==> src/rtl/uart_word_bridge.sv <==
// Word/byte bridge between the core data path and byte-wide UART TX/RX engines.
// TX words are queued in a small FIFO and sent byte by byte; RX bytes are assembled into words.
module uart_word_bridge #(
  parameter int DATA_WIDTH = 32,
  parameter int TX_DEPTH   = 4,
  parameter int MSB_FIRST  = 0,
  parameter int RX_TIMEOUT = 0
) (
  input  logic                      clk,
  input  logic                      rst,
  input  logic [DATA_WIDTH-1:0]     tx_word_i,
  input  logic                      tx_wr_i,
  output logic                      tx_full_o,
  output logic [$clog2(TX_DEPTH):0] tx_count_o,
  output logic                      tx_ovf_o,
  output logic [7:0]                uart_dat_o,
  output logic                      uart_wr_o,
  input  logic                      uart_busy_i,
  input  logic                      uart_done_i,
  input  logic [7:0]                rx_byte_i,
  input  logic                      rx_dv_i,
  output logic [DATA_WIDTH-1:0]     rx_word_o,
  output logic                      rx_valid_o,
  input  logic                      rx_ready_i,
  output logic                      rx_overrun_o,
  output logic                      rx_timeout_o
);

  localparam int NB = DATA_WIDTH / 8;
  localparam int AW = $clog2(TX_DEPTH);
  localparam int CW = AW + 1;
  localparam int IW = (NB > 1) ? $clog2(NB) : 1;
  localparam int TW = (RX_TIMEOUT > 1) ? $clog2(RX_TIMEOUT) : 1;
  localparam int TMO_LAST_I = (RX_TIMEOUT > 0) ? RX_TIMEOUT - 1 : 0;
  localparam logic [IW-1:0] LAST_IDX = IW'(NB - 1);
  localparam logic [CW-1:0] DEPTH_C  = CW'(TX_DEPTH);
  localparam logic [TW-1:0] TMO_LAST = TW'(TMO_LAST_I);

  typedef enum logic [2:0] {
    TX_IDLE,
    TX_LOAD,
    TX_REQ,
    TX_WAIT_BUSY,
    TX_WAIT_DONE
  } tx_state_t;

  tx_state_t tx_state, tx_next;

  logic [DATA_WIDTH-1:0] fifo_mem [TX_DEPTH];
  logic [AW-1:0]         wr_ptr, rd_ptr;
  logic [CW-1:0]         count;
  logic                  fifo_full, fifo_empty, push, pop;

  logic [DATA_WIDTH-1:0] tx_shift;
  logic [IW-1:0]         tx_idx, tx_lane;
  logic                  tx_last, byte_done;

  logic [DATA_WIDTH-1:0] rx_acc, rx_word_next;
  logic [IW-1:0]         rx_idx, rx_idx_eff, rx_lane;
  logic [TW-1:0]         tmo_cnt;
  logic                  tmo_expire, out_free, word_done;

  // Full is taken from registered occupancy, so a pop in the same cycle never frees a slot.
  assign fifo_full  = (count == DEPTH_C);
  assign fifo_empty = (count == '0);
  assign push       = tx_wr_i && !fifo_full;
  assign pop        = (tx_state == TX_LOAD);
  assign tx_full_o  = fifo_full;
  assign tx_count_o = count;

  always_ff @(posedge clk) begin
    if (!rst) begin
      wr_ptr   <= '0;
      rd_ptr   <= '0;
      count    <= '0;
      tx_ovf_o <= 1'b0;
    end else begin
      if (push) wr_ptr <= wr_ptr + 1'b1;
      if (pop)  rd_ptr <= rd_ptr + 1'b1;
      if (push && !pop)      count <= count + 1'b1;
      else if (pop && !push) count <= count - 1'b1;
      if (tx_wr_i && fifo_full) tx_ovf_o <= 1'b1;
    end
  end

  always_ff @(posedge clk) begin
    if (push) fifo_mem[wr_ptr] <= tx_word_i;
  end

  assign tx_last   = (tx_idx == LAST_IDX);
  assign byte_done = uart_done_i && ((tx_state == TX_WAIT_BUSY) || (tx_state == TX_WAIT_DONE));

  always_ff @(posedge clk) begin
    if (!rst) tx_state <= TX_IDLE;
    else      tx_state <= tx_next;
  end

  // A done pulse seen while still waiting for busy is treated as a complete byte.
  always_comb begin
    tx_next = tx_state;
    case (tx_state)
      TX_IDLE:      if (!fifo_empty) tx_next = TX_LOAD;
      TX_LOAD:      tx_next = TX_REQ;
      TX_REQ:       tx_next = TX_WAIT_BUSY;
      TX_WAIT_BUSY: begin
        if (uart_done_i)      tx_next = tx_last ? TX_IDLE : TX_REQ;
        else if (uart_busy_i) tx_next = TX_WAIT_DONE;
      end
      TX_WAIT_DONE: if (uart_done_i) tx_next = tx_last ? TX_IDLE : TX_REQ;
      default:      tx_next = TX_IDLE;
    endcase
  end

  always_ff @(posedge clk) begin
    if (!rst) begin
      tx_shift <= '0;
      tx_idx   <= '0;
    end else if (pop) begin
      tx_shift <= fifo_mem[rd_ptr];
      tx_idx   <= '0;
    end else if (byte_done && !tx_last) begin
      tx_idx <= tx_idx + 1'b1;
    end
  end

  // The byte select only moves on LOAD or a completed byte, keeping uart_dat_o stable between requests.
  always_comb begin
    tx_lane    = (MSB_FIRST != 0) ? (LAST_IDX - tx_idx) : tx_idx;
    uart_dat_o = tx_shift[8*int'(tx_lane) +: 8];
    uart_wr_o  = (tx_state == TX_REQ) && rst;
  end

  assign tmo_expire = (RX_TIMEOUT > 0) && (rx_idx != '0) && (tmo_cnt == TMO_LAST);
  assign out_free   = !rx_valid_o || rx_ready_i;

  // On expiry the incoming byte, if any, starts a fresh word in lane 0.
  always_comb begin
    rx_idx_eff   = tmo_expire ? '0 : rx_idx;
    rx_lane      = (MSB_FIRST != 0) ? (LAST_IDX - rx_idx_eff) : rx_idx_eff;
    rx_word_next = tmo_expire ? '0 : rx_acc;
    rx_word_next[8*int'(rx_lane) +: 8] = rx_byte_i;
    word_done    = rx_dv_i && (rx_idx_eff == LAST_IDX);
  end

  always_ff @(posedge clk) begin
    if (!rst) begin
      rx_acc       <= '0;
      rx_idx       <= '0;
      tmo_cnt      <= '0;
      rx_word_o    <= '0;
      rx_valid_o   <= 1'b0;
      rx_overrun_o <= 1'b0;
      rx_timeout_o <= 1'b0;
    end else begin
      rx_timeout_o <= tmo_expire;
      if (rx_valid_o && rx_ready_i) rx_valid_o <= 1'b0;
      if (rx_dv_i) begin
        if (word_done) begin
          rx_idx <= '0;
          rx_acc <= '0;
          if (out_free) begin
            rx_word_o  <= rx_word_next;
            rx_valid_o <= 1'b1;
          end else begin
            rx_overrun_o <= 1'b1;
          end
        end else begin
          rx_idx <= rx_idx_eff + 1'b1;
          rx_acc <= rx_word_next;
        end
      end else if (tmo_expire) begin
        rx_idx <= '0;
        rx_acc <= '0;
      end
      if (rx_dv_i || tmo_expire || (rx_idx == '0)) tmo_cnt <= '0;
      else                                         tmo_cnt <= tmo_cnt + 1'b1;
    end
  end

endmodule
==> config.mk <==
export PLATFORM = sky130hd
export DESIGN_NAME = uart_word_bridge
export DESIGN_NICKNAME = d
export VERILOG_FILES = /design/src/rtl/uart_word_bridge.sv
export SDC_FILE = /design/constraint.sdc
export NUM_CORES = 1
export LEC_CHECK = 0
export ABC_AREA = 1
export CAP_MARGIN = 20
export CORE_MARGIN = 2
export CORE_UTILIZATION = 61
export CTS_CLUSTER_SIZE = 10
export DETAILED_ROUTE_END_ITERATION = 8
export GPL_ROUTABILITY_DRIVEN = 0
export PLACE_DENSITY_LB_ADDON = 0.25
export SETUP_SLACK_MARGIN = 0.4
export SYNTH_ARGS = -nofsm -noshare
export SYNTH_HDL_FRONTEND = slang
export SYNTH_SLANG_ARGS = --single-unit
==> constraint.sdc <==
create_clock -name clk -period 3.8 [get_ports clk]
set_input_delay 0.76 -clock clk [delete_from_list [all_inputs] [get_ports clk]]
set_output_delay 0.76 -clock clk [all_outputs]
set_load 0.01 [all_outputs]
==> impl_metrics.yaml, run 1 <==
run_status:
  status: "complete, no violations"
floorplanning:
  rows: 45
  die-area_um2: 16800
  die_h_um: 130
  die_width_um: 130
  io_pins: 96
  initial_utilization_pct: 62.8
  core_um2: 15300
synthesis:
  syn_inst: 1017
  synthesis.area_um2: 9620
  synth.distinct_cells: 31
  ys_ff_latch: 233
  avgSynthCellArea_um2: 9.46
  synth_seq_area_share_pct: 61.8
  syn_nets: 1076
  yosysWarnings: 0
grt:
  grtUsageTotal_pct: 24.7
  first_global_vias: 6624
  grt-ovfl-total: 0
  grt_pass1_wl_um: 32900
  antenna_found_initial: 1
  grt_max_degree: 66
sta:
  setup_violations: 0
  hold_viol: 0
  finalMaxSlewViolations: 0
  fin_crit_sh_pct: 83.1
  relSlewSlack_pct: 41.5
  fin_skew_ns: 0.00820
  rsz0062_at_grt: "no"
  fmax_ghz: 0.317
  setup_ws_ns: 0.644
  fin_crit_ns: 3.16
  tns_ns: 0
  tightest_slew_ns: 0.877
layout:
  area_growth_syn_to_layout_pct: 19.1
  drive_above_1_share_pct: 5.31
  final_area_um2: 11500
  post-route-util_pct: 74.8
  final_cell_mix: "185 x nor2_1, 168 x o21ai_0, 128 x edfxtp_1"
  final_common_cell: "nor2_1"
  final_nets: 1153
clock_network:
  cts.repair.resized: 0
  cts_buffer_depth: 3
  cts_root_buf: "clkbuf_16"
  cts_buffers: 27
  clk_pin_slew_ns: 0.05
  cts_tree: "done"
  htree_levels: 1
  clk_latency_ns: 0.51
  cts_hold_buf: 0
  cts_setup_buffers: 0
  clkSinkCount: 233
hold_path:
  min_path_type: "flop to flop"
setup_path:
  r2r_slack_ns: 1.26
  endpoint_kind: "output pin"
  start_kind: "flop"
  endpoint: "uart_dat_o[0]"
  crit_arrival_ns: 2.40
  worstReg2RegStart: "rx_idx[0]$_SDFFE_PN0P_"
  worst-setup-path-type: "flop to output pin"
  crit_required_ns: 3.04
  timing.rr.end: "rx_acc[15]$_SDFFE_PN0P_"
  path_max_fanout: 18
  cp-startpoint: "tx_idx[0]$_SDFFE_PP0P_"
  worstRegToRegCells: 7
placement:
  port_buffers: 94
  place_ws_ns: 0.944
  hpwl_um: 12500
  placed_cell_area_um2: 10600
pwr:
  ir_drop_mv: 0.430
  total_leakage_power_nw: 4.47
  power.density_nw_per_um2: 620
route:
  avgViaCountPerCell: 5.52
  dr.pass1.iters: 6
  ant_nets: 0
  vias: 7303
  first_iter_violations: 649
  drc: 0
  postRouteWirelength_um: 21100
  avgRoutedWirePerCell_um: 15.9
run:
  cap_violations: 0
==> synth_stat cells, drive strengths merged <==
cell / number / area share (%)
inv: 96 / 3.7
nor3: 2 / 0.22
nand3b: 2 / 0.16
nand3: 11 / 0.57
o22ai: 8 / 0.52
o21bai: 32 / 2.5
fa: 1 / 0.21
nand2: 106 / 4.2
o211a: 1 / 0.10
nor2: 193 / 7.7
nand4: 16 / 1.0
conb: 1 / 0.039
or2: 1 / 0.065
a21oi: 43 / 2.2
clkinv: 2 / 0.078
o21ai: 200 / 10
xor2: 1 / 0.091
clkbuf: 21 / 0.82
edfxtp: 128 / 40
ha: 11 / 1.4
buf: 36 / 2.1
dfxtp: 105 / 22
==> metal layers <==
layer	part of all wire [%]	vias to the layer above	global-route usage [%]
met2	47	257	38.8
met5	0	-	0
met3	7.0	41	4.29
met4	1.9	0	6.07
li1	-	3569	-
met1	44	3436	36.2
==> where the power goes <==
part | switching [mW] | internal, mW
clock network | 0.903 | 1.37
registers | 0.208 | 3.01
logic | 1.01 | 0.598
==> critical path, cell delays in order, from the launching register on <==
cell and delay, ns:
dfxtp_1 0.63, inv_1 0.35, o21ai_0 0.27, o22ai_1 0.13
clkdlybuf4s50_1 0.49
==> worst min-delay path by stage <==
stage / from / to / slack, ns / cells after the start
after floorplan: rx_acc[0]$_SDFFE_PN0P_ / rx_acc[0]$_SDFFE_PN0P_ / 0.45 / 2
after global placement: tx_ovf_o$_SDFFE_PN0P_ / tx_ovf_o$_SDFFE_PN0P_ / 0.44 / 2
after detailed placement: tx_ovf_o$_SDFFE_PN0P_ / tx_ovf_o$_SDFFE_PN0P_ / 0.45 / 2
after CTS: tx_ovf_o$_SDFFE_PN0P_ / tx_ovf_o$_SDFFE_PN0P_ / 0.46 / 2
after global routing: tx_ovf_o$_SDFFE_PN0P_ / tx_ovf_o$_SDFFE_PN0P_ / 0.47 / 2
final: tx_ovf_o$_SDFFE_PN0P_ / tx_ovf_o$_SDFFE_PN0P_ / 0.45 / 2
==> area by class of cell <==
cell class | instances | area [um2]
Sequential cell | 233 | 5950
Timing Repair Buffer | 105 | 1060
Antenna cell | 1 | 2.50
Clock buffer | 46 | 777
Fill cell | 1077 | 3860
Multi-Input combinational cell | 629 | 3040
Inverter | 98 | 368
Tap cell | 211 | 264
==> metrics by stage <==
stage          power (mW)  instances  hold WS, ns
2_1_floorplan        4.27       1017        0.445
3_3_place_gp         4.75       1274        0.439
3_5_place_dp         4.81       1274        0.447
4_1_cts              7.07       1320        0.455
5_1_grt              7.44       1322        0.475
6_report             7.10       1323        0.450
==> cells by family (layout without fill, tap and decap cells) <==
family / after synthesis / count (layout) / share of synthesized area [%]
buffers and inverters: 155 / 249 / 6.74
XOR/XNOR: 1 / 1 / 0.0911
AND/OR/NAND/NOR: 331 / 331 / 13.9
adder cells (fa/ha/maj): 12 / 12 / 1.64
AO/OA/AOI/OAI: 284 / 284 / 15.8
other: 1 / 2 / 0.0390
flip-flops: 233 / 233 / 61.8
==> registers in the layout (all words and copies together) (netlist names), 2 cells and up <==
| signal | flops |
|---|---|
| rx_idx | 2 |
| tx_state | 3 |
| fifo_mem | 128 |
| rx_acc | 24 |
| rd_ptr | 2 |
| rx_word_o | 32 |
| tx_shift | 32 |
| tx_count_o | 3 |
| wr_ptr | 2 |
| tx_idx | 2 |
(Power assumes the default switching activity.)
==> run 2, diff against run 1 <==
Settings changed: CORE_UTILIZATION 61 to 51.
Clock period 3.8 ns to 2.6 ns, I/O delays scaled along.
==> run 2 against run 1 <==
- utilization decreased by 12 points
- first-iteration DRC count decreased by 29%
- clock power increased by 45%
- critical endpoint unchanged
- hold slack got worse by 0.0029 ns
- register-to-register slack got worse by 0.52 ns
- sequential power increased by 45%
- routed wire length decreased by 1.9%
- highest routed layer unchanged
- global-route usage decreased by 4.5 points
- combinational power increased by 46%
- power increased by 45%
==> impl_metrics.yaml, run 2 (same netlist as run 1, synthesis figures left out) <==
run_status:
  status: "complete, no violations"
sta:
  finalMaxSlewViolations: 0
  fmax_ghz: 0.453
  fin_crit_sh_pct: 84.9
  relSlewSlack_pct: 54.5
  hold_viol: 0
  tightest_slew_ns: 0.683
  rsz0062_at_grt: "yes"
  fin_crit_ns: 2.21
  timing.hold.ws_ns: 0.447
  tns_ns: 0
  fin_skew_ns: 0.0134
  setup_violations: 0
layout:
  stdcell_count: 1359
  final_nets: 1167
  multi_input_area_um2: 3100
  largest_register: "fifo_mem"
  fill_cells: 1488
  largest_register_ffs: 128
  drive_above_1_share_pct: 8.53
  area_growth_syn_to_layout_pct: 20.7
  final_common_cell: "nor2_1"
  post-route-util_pct: 62.5
  seqCellArea_um2: 5950
  biggestRegsByFlops: "fifo_mem: 128 flops, rx_word_o: 32 flops, tx_shift: 32 flops"
  final_cell_mix: "182 x nor2_1, 163 x o21ai_0, 128 x edfxtp_1"
  n_antenna_cell: 0
setup_path:
  worst-setup-path-type: "flop to output pin"
  path_cells: "clkinvlp_4 > buf_6 > buf_12 > o21ai_2 > o22ai_2 > buf_2"
  endpoint_kind: "output pin"
  crit_slowest_cell: "dfxtp_2"
  path_max_fanout: 7
  cp.depth: 6
  start_kind: "flop"
  worstRegToRegCells: 7
  critPathTopFamily: "buffers and inverters"
  crit_arrival_ns: 1.69
  slowest_delay_ns: 0.36
  crit_required_ns: 2.08
  crit_buf_inv: 4
hold_path:
  min_path_type: "flop to flop"
  whs_path_depth: 2
clock_network:
  cts_hold_buf: 0
  clkSinkCount: 233
  cts_buffer_depth: 3
  clk_latency_ns: 0.52
  cts_tree: "done"
  htree_levels: 1
  cts_root_buf: "clkbuf_16"
  cts_buffers: 27
  clk_pin_slew_ns: 0.06
floorplanning:
  core_um2: 18600
  die_width_um: 141
  die_h_um: 141
  initial_utilization_pct: 51.8
  rows: 50
  die-area_um2: 20000
  io_pins: 96
route:
  avgRoutedWirePerCell_um: 15.2
  avgViaCountPerCell: 5.28
  first_iter_violations: 461
  dr.pass1.iters: 5
  vias: 7169
  drc: 0
  postRouteWirelength_um: 20700
  ant_nets: 0
placement:
  hpwl_um: 12400
  dp.cells: 1308
  port_buffers: 94
grt:
  use_met1_pct: 27.8
  use_met3_pct: 3.37
  first_global_vias: 6549
  busiest_layer: "met2"
  grt_max_degree: 66
  grt_pass1_wl_um: 32700
  antenna_found_initial: 0
  grtUsageTotal_pct: 20.2
  grt.met2_usage_pct: 34.0
  grt-ovfl-total: 0
pwr:
  total_power_mw: 10.3
  ir_drop_mv: 0.614
  total_leakage_power_nw: 4.57
  power.density_nw_per_um2: 888
run:
  cap_violations: 0
run 2: worst register-to-register path, delay by kind of cell, from the launching register on:
family / cells / cell delay, ns
AND/OR/NAND/NOR: 2 / 0.27
flip-flops: 1 / 0.32
AO/OA/AOI/OAI: 1 / 0.32
adder cells (fa/ha/maj): 1 / 0.22
buffers and inverters: 3 / 0.61
run 2: metrics by stage:
step,instance area [um2],setup slack (ns)
detailed placement,10800,0.210
floorplan,9620,0.0549
global route,11600,0.324
CTS,11600,0.329
finish,11600,0.392
global placement,10800,0.188
run 2: repair_timing:
item | 4_1_cts | 5_1_grt
endpoints found under the hold margin | 0 | 0
endpoints found under the setup margin | 10 | 8
pin swaps | 6 | 5
buffers inserted | 5 | 0
resized for setup | 34 | 21
run 2: layer usage:
layer  vias to the layer above  part of all wire, %
li1                       3593                    -
met1                      3356                   46
met2                       180                   47
met3                        40                  5.1
met4                         0                  2.0
met5                         -                    0
run 2: cell type report:
cell class	instances	area share [%]
clock buffers	44	6.46
clock inverters	2	0.119
inverters	98	3.20
multi-input cells	629	26.7
flip-flops and latches	233	51.3
well taps	234	2.52
repair buffers	119	9.73
run 2: worst paths after layout:
path / startpoint / slack, ns / end
worst max-delay path: tx_idx[0]$_SDFFE_PP0P_ / 0.39 / uart_dat_o[0]
worst min-delay path: tx_ovf_o$_SDFFE_PN0P_ / 0.45 / tx_ovf_o$_SDFFE_PN0P_
worst max register to register: rx_idx[0]$_SDFFE_PN0P_ / 0.74 / rx_word_o[11]$_SDFFE_PN0P_
worst min register to register: tx_ovf_o$_SDFFE_PN0P_ / 0.45 / tx_ovf_o$_SDFFE_PN0P_
run 2: report_power, final:
group          internal (mW)  leakage (nW)  total, mW  switching (mW)
Combinational          0.849          2.17       2.35            1.50
Sequential              4.40          2.03       4.67           0.269
Clock                   1.94         0.367       3.29            1.34
Total                   7.19          4.57       10.3            3.11
